===== src/rtl/aes_result_serializer.sv =====
// Captures a WIDTH-bit AES result on the rising edge of Ry and streams it out MSB-first
// as OUT_W-bit words over a valid/ready handshake. Optional macro SERIALIZER_CHKSUM_EN appends an XOR checksum word.
module aes_result_serializer #(
   parameter int WIDTH = 128,
   parameter int OUT_W = 8
) (
   input  logic             Clk,
   input  logic             Rst,
   input  logic [WIDTH-1:0] Result,
   input  logic             Ry,
   input  logic             DReady,
   input  logic             ClrOvf,
   output logic [OUT_W-1:0] Dout,
   output logic             DValid,
   output logic             Busy,
   output logic             Done,
   output logic             Ovf
);

   localparam int NWORDS = WIDTH / OUT_W;
   localparam int CW     = $clog2(NWORDS + 1);

`ifdef SERIALIZER_CHKSUM_EN
   localparam logic [CW-1:0] LAST_BEAT = CW'(NWORDS);
`else
   localparam logic [CW-1:0] LAST_BEAT = CW'(NWORDS - 1);
`endif

   localparam logic [1:0] S_IDLE = 2'd0;
   localparam logic [1:0] S_SEND = 2'd1;
   localparam logic [1:0] S_DONE = 2'd2;

   logic [1:0]       state_q, state_d;
   logic             ry_q;
   logic [WIDTH-1:0] shift_q, shift_d;
   logic [CW-1:0]    cnt_q, cnt_d;
   logic             ovf_q, ovf_d;
   logic             start;
   logic [OUT_W-1:0] top_word;

`ifdef SERIALIZER_CHKSUM_EN
   logic [OUT_W-1:0] chk_q, chk_d;
`endif

   assign start    = Ry & ~ry_q;
   assign top_word = shift_q[WIDTH-1 -: OUT_W];

   always_comb begin
      // NOTE: every variable gets a default here so no path can infer a latch.
      state_d = state_q;
      shift_d = shift_q;
      cnt_d   = cnt_q;
`ifdef SERIALIZER_CHKSUM_EN
      chk_d   = chk_q;
`endif
      case (state_q)
         S_IDLE: begin
            if (start) begin
               shift_d = Result;
               cnt_d   = '0;
`ifdef SERIALIZER_CHKSUM_EN
               chk_d   = '0;
`endif
               state_d = S_SEND;
            end
         end
         S_SEND: begin
            if (DReady) begin
               shift_d = shift_q << OUT_W;
               cnt_d   = cnt_q + 1'b1;
`ifdef SERIALIZER_CHKSUM_EN
               // Once the data is shifted out top_word is zero, so the checksum beat leaves chk unchanged.
               chk_d   = chk_q ^ top_word;
`endif
               if (cnt_q == LAST_BEAT) state_d = S_DONE;
            end
         end
         S_DONE:  state_d = S_IDLE;
         default: state_d = S_IDLE;
      endcase
   end

   // A trigger while a block is held is dropped and flagged; flagging beats clearing.
   always_comb begin
      ovf_d = ovf_q;
      if (start && (state_q != S_IDLE)) ovf_d = 1'b1;
      else if (ClrOvf)                  ovf_d = 1'b0;
   end

   // NOTE: sequential state uses non-blocking assignments so all registers update together.
   always_ff @(posedge Clk or posedge Rst) begin
      if (Rst) begin
         state_q <= S_IDLE;
         ry_q    <= 1'b0;
         shift_q <= '0;
         cnt_q   <= '0;
         ovf_q   <= 1'b0;
      end else begin
         state_q <= state_d;
         ry_q    <= Ry;
         shift_q <= shift_d;
         cnt_q   <= cnt_d;
         ovf_q   <= ovf_d;
      end
   end

`ifdef SERIALIZER_CHKSUM_EN
   always_ff @(posedge Clk or posedge Rst) begin
      if (Rst) chk_q <= '0;
      else     chk_q <= chk_d;
   end
`endif

   assign DValid = (state_q == S_SEND);
   assign Busy   = (state_q != S_IDLE);
   assign Done   = (state_q == S_DONE);
   assign Ovf    = ovf_q;

`ifdef SERIALIZER_CHKSUM_EN
   assign Dout = !DValid ? '0 : ((cnt_q == CW'(NWORDS)) ? chk_q : top_word);
`else
   assign Dout = DValid ? top_word : '0;
`endif

endmodule


===== config.mk =====
export PLATFORM = sky130hd
export DESIGN_NAME = aes_result_serializer
export DESIGN_NICKNAME = d
export VERILOG_FILES = /design/src/rtl/aes_result_serializer.sv
export SDC_FILE = /design/constraint.sdc
export NUM_CORES = 1
export LEC_CHECK = 0
export ABC_AREA = 1
export CAP_MARGIN = 20
export CORE_MARGIN = 8
export CORE_UTILIZATION = 52
export CTS_CLUSTER_SIZE = 16
export DETAILED_ROUTE_END_ITERATION = 10
export PLACE_DENSITY = 0.81
export SLEW_MARGIN = 25
export SYNTH_ARGS = -nofsm -noshare
export SYNTH_HDL_FRONTEND = slang
export SYNTH_SLANG_ARGS = --single-unit

===== constraint.sdc =====
create_clock -name Clk -period 5.4 [get_ports Clk]
set_input_delay 1.08 -clock Clk [delete_from_list [all_inputs] [get_ports Clk]]
set_output_delay 1.08 -clock Clk [all_outputs]
set_load 0.01 [all_outputs]

==> results.py <==
metrics = {
    "outcome": {
        "status": "complete, no violations",
    },
    "cells_and_area": {
        "syn_to_final_growth_pct": 25.9,
        "fin_nets": 1119,
        "final_util_pct": 66.2,
        "antenna_cells": 0,
        "drive_above_1_share_pct": 16.9,
        "layout.cells.non_filler": 1175,
    },
    "power": {
        "p_int_mw": 2.82,
        "swShare_pct": 37.8,
        "p_switching_mw": 1.71,
        "pwr-share-clk_pct": 23.2,
        "ir_drop_uv": 276,
        "leakage_nw": 3.92,
        "pwr-share-seq_pct": 34.3,
        "p_comb_share_pct": 42.5,
        "fin_total_pwr_mw": 4.54,
        "power_density_mw_per_mm2": 500,
    },
    "critical_path": {
        "path_class": "reg -> out",
        "critPathMaxStageDelay_ps": 540,
        "ff2ff_path_depth": 6,
        "startpoint_type": "register",
        "crit_required_ps": 4320,
        "regToRegStartpoint": "state_q[0]$_DFFE_PP0P_",
        "worst_path_max_delay_cell": "clkdlybuf4s50_1",
        "worstPathArrival_ps": 2130,
        "endpoint_kind": "output port",
        "critical_path.top_delay_family": "buffers and inverters",
        "rrSetupSlack_ps": 2630,
        "crit_path_max_fanout": 131,
        "cp.depth": 3,
        "path_cells": "nand2_8 > clkinv_2 > clkdlybuf4s50_1",
        "cp-startpoint": "state_q[0]$_DFFE_PP0P_",
        "crit_end": "DValid",
        "path_buf_inv": 2,
        "r2r-end": "shift_q[1]$_DFFE_PP0P_",
    },
    "synthesis": {
        "yosys.area_share.xor_xnor_pct": 0,
        "synth-adder-area-share_pct": 0.347,
        "post_synth_num_cell_types": 24,
        "synth_async_sr_flop_share_pct": 100,
        "postSynthCellCount": 869,
        "syn-cell-area_sq_mm": 0.00721,
        "synthSimpleGateAreaFrac_pct": 16.3,
        "synthTopCellsByArea": "dfrtp_1 (48%), o21ai_2 (12%), nand2_1 (12%), o21ai_0 (9.0%), inv_1 (7.1%)",
        "synth_seq_cells": 137,
        "synth-edff-count": 0,
        "synthFlopType": "dfrtp_1",
        "synth.net_count": 1004,
        "synth_compound_area_share_pct": 22.8,
        "synth.mux.area_fraction_pct": 0,
        "synth.avg_cell_area_sq_um": 8.30,
        "synth_top_family_by_area": "compound AO/OA/AOI/OAI gates",
        "synth_largest_area_cell": "dfrtp_1",
        "synth_most_common_cell": "nand2_1",
        "ys_seq_area_share_pct": 47.5,
        "synthDominantCellAreaShare_pct": 47.5,
        "yosys_warnings": 0,
        "synth_common_cells": "nand2_1 (231), dfrtp_1 (137), inv_1 (136), o21ai_0 (130), o21ai_2 (100)",
    },
    "min_path": {
        "hp-class": "reg -> reg",
    },
    "sta": {
        "tightest_slew_ps": 984,
        "finalCriticalPeriod_ps": 3210,
        "rsz0062_at_grt": "no",
        "finalSetupTns_ps": 0,
        "max_freq_mhz": 312,
        "fin_crit_sh_pct": 59.4,
        "fin_skew_ps": 4.04,
        "slew_headroom_pct": 34.4,
        "finalHoldViolations": 0,
        "report.final.slew_viol_count": 0,
        "layout_setup_ws_ps": 2190,
        "finalSetupViolations": 0,
    },
    "floorplan": {
        "die_h_microns": 134,
        "rows": 43,
        "pin_count": 145,
        "die_area_sq_mm": 0.0179,
        "die_x_microns": 134,
        "core_area_sq_mm": 0.0137,
        "initial_core_util_pct": 52.6,
    },
    "cts": {
        "post_cts_buffers": 0,
        "cts_buffers": 17,
        "path_clk_slew_ps": 50,
        "ctsResizeCount": 0,
        "clockBufferDepth": 2,
        "cts_tree": "done",
        "htree_levels": 4,
        "clkSinkCount": 137,
        "hold_buffers": 0,
        "clock_latency_ps": 410,
        "cts-root-buf": "clkbuf_16",
    },
    "placed_design": {
        "io_buffers": 144,
        "place_hpwl_mm": 10.5,
        "placed_cells": 1145,
        "pre_cts_ws_ps": 2010,
        "gp_congestion": 0.795,
    },
    "detailed_routing": {
        "drt_iter0_markers": 296,
        "dr_total_vias": 5720,
        "wirelength_mm": 15.5,
        "ant_nets": 0,
        "drc": 0,
        "wl_per_cell_microns": 13.2,
        "dr.pass1.iters": 5,
        "avgViaCountPerCell": 4.87,
    },
    "global_routing": {
        "antenna_found_initial": 0,
        "grt-ovfl-total": 0,
        "track_usage_pct": 18.3,
        "grt_pass1_wl_mm": 27.0,
        "grt_start_max_net_pins": 132,
        "grt_pass1_vias": 5880,
    },
    "job": {
        "cap_violations": 0,
    },
}
[worst min-delay path by stage]
stage | cells after the start | end | start | slack, ps
6_report | 2 | shift_q[54]$_DFFE_PP0P_ | shift_q[54]$_DFFE_PP0P_ | 510
5_1_grt | 2 | shift_q[35]$_DFFE_PP0P_ | shift_q[35]$_DFFE_PP0P_ | 530
4_1_cts | 2 | shift_q[57]$_DFFE_PP0P_ | shift_q[57]$_DFFE_PP0P_ | 520
3_5_place_dp | 2 | shift_q[35]$_DFFE_PP0P_ | shift_q[35]$_DFFE_PP0P_ | 500
3_3_place_gp | 2 | cnt_q[3]$_DFFE_PP0P_ | cnt_q[3]$_DFFE_PP0P_ | 500
2_1_floorplan | 2 | cnt_q[3]$_DFFE_PP0P_ | cnt_q[3]$_DFFE_PP0P_ | 470
[worst register-to-register path, stage by stage (launching register included)]
cell,delay [ps]
dfrtp_1,470
nand2_8,390
clkinv_2,220
nand2_2,130
nand2_8,660
buf_4,600
o21ai_0,170
[flip-flops by register name, summed over array words and instances, names as in the netlist]
register  flops
Ovf           1
cnt_q         5
ry_q          1
shift_q     128
state_q       2
[through the flow]
step / hold WS [ps] / instance area [sq um]
4_1_cts: 516 / 9080
5_1_grt: 529 / 9080
2_1_floorplan: 474 / 7210
6_report: 513 / 9080
3_5_place_dp: 504 / 8540
3_3_place_gp: 495 / 8540
[layout make-up]
cell class | instances | area [sq um]
Sequential cell | 137 | 3430
Fill cell | 1130 | 4640
Clock inverter | 2 | 10.0
Timing Repair Buffer | 150 | 1500
Inverter | 138 | 524
Multi-Input combinational cell | 540 | 2860
Clock buffer | 28 | 527
Tap cell | 180 | 225
[cells by family after synthesis]
family | count (synthesis)
and+or+nand+nor | 285
AOI/OAI and AO/OA | 253
buffers and inverters | 192
DFF | 137
adders and majority gates | 2
[layer usage]
layer,GRT usage [%],share of wire [%],vias up
li1,-,-,2935
met1,23.9,46,2644
met2,28.8,48,118
met3,4.63,4.4,23
met4,6.99,1.8,0
met5,0,0,-
[power groups by stage]
| stage | sequential (mW) | combinational, mW | clock (mW) |
|---|---|---|---|
| 6_report | 1.56 | 1.93 | 1.05 |
| 5_1_grt | 1.60 | 2.22 | 1.11 |
| 4_1_cts | 1.56 | 1.96 | 1.07 |
| 3_5_place_dp | 1.57 | 1.94 | 0 |
| 3_3_place_gp | 1.56 | 1.90 | 0 |
| 2_1_floorplan | 1.54 | 1.62 | 0 |
[cell usage in the layout, fill, tap and decap left out]
cell             count
nand2_1            231
clkdlybuf4s50_1    144
dfrtp_1            137
inv_1              135
o21ai_0            130
o21ai_2            100
nand2_2             31
o21ai_1             21
clkbuf_16           17
nor2_1              14
clkbuf_8             6
clkbuf_1             5
buf_4                5
clkinv_2             3
nand3_1              3
nand2_8              2
o22ai_1              2
ha_1                 2
inv_2                1
inv_6                1
nor3_1               1
nor2_2               1
nor3b_1              1
nand4_1              1
buf_12               1
(Power assumes the default switching activity.)
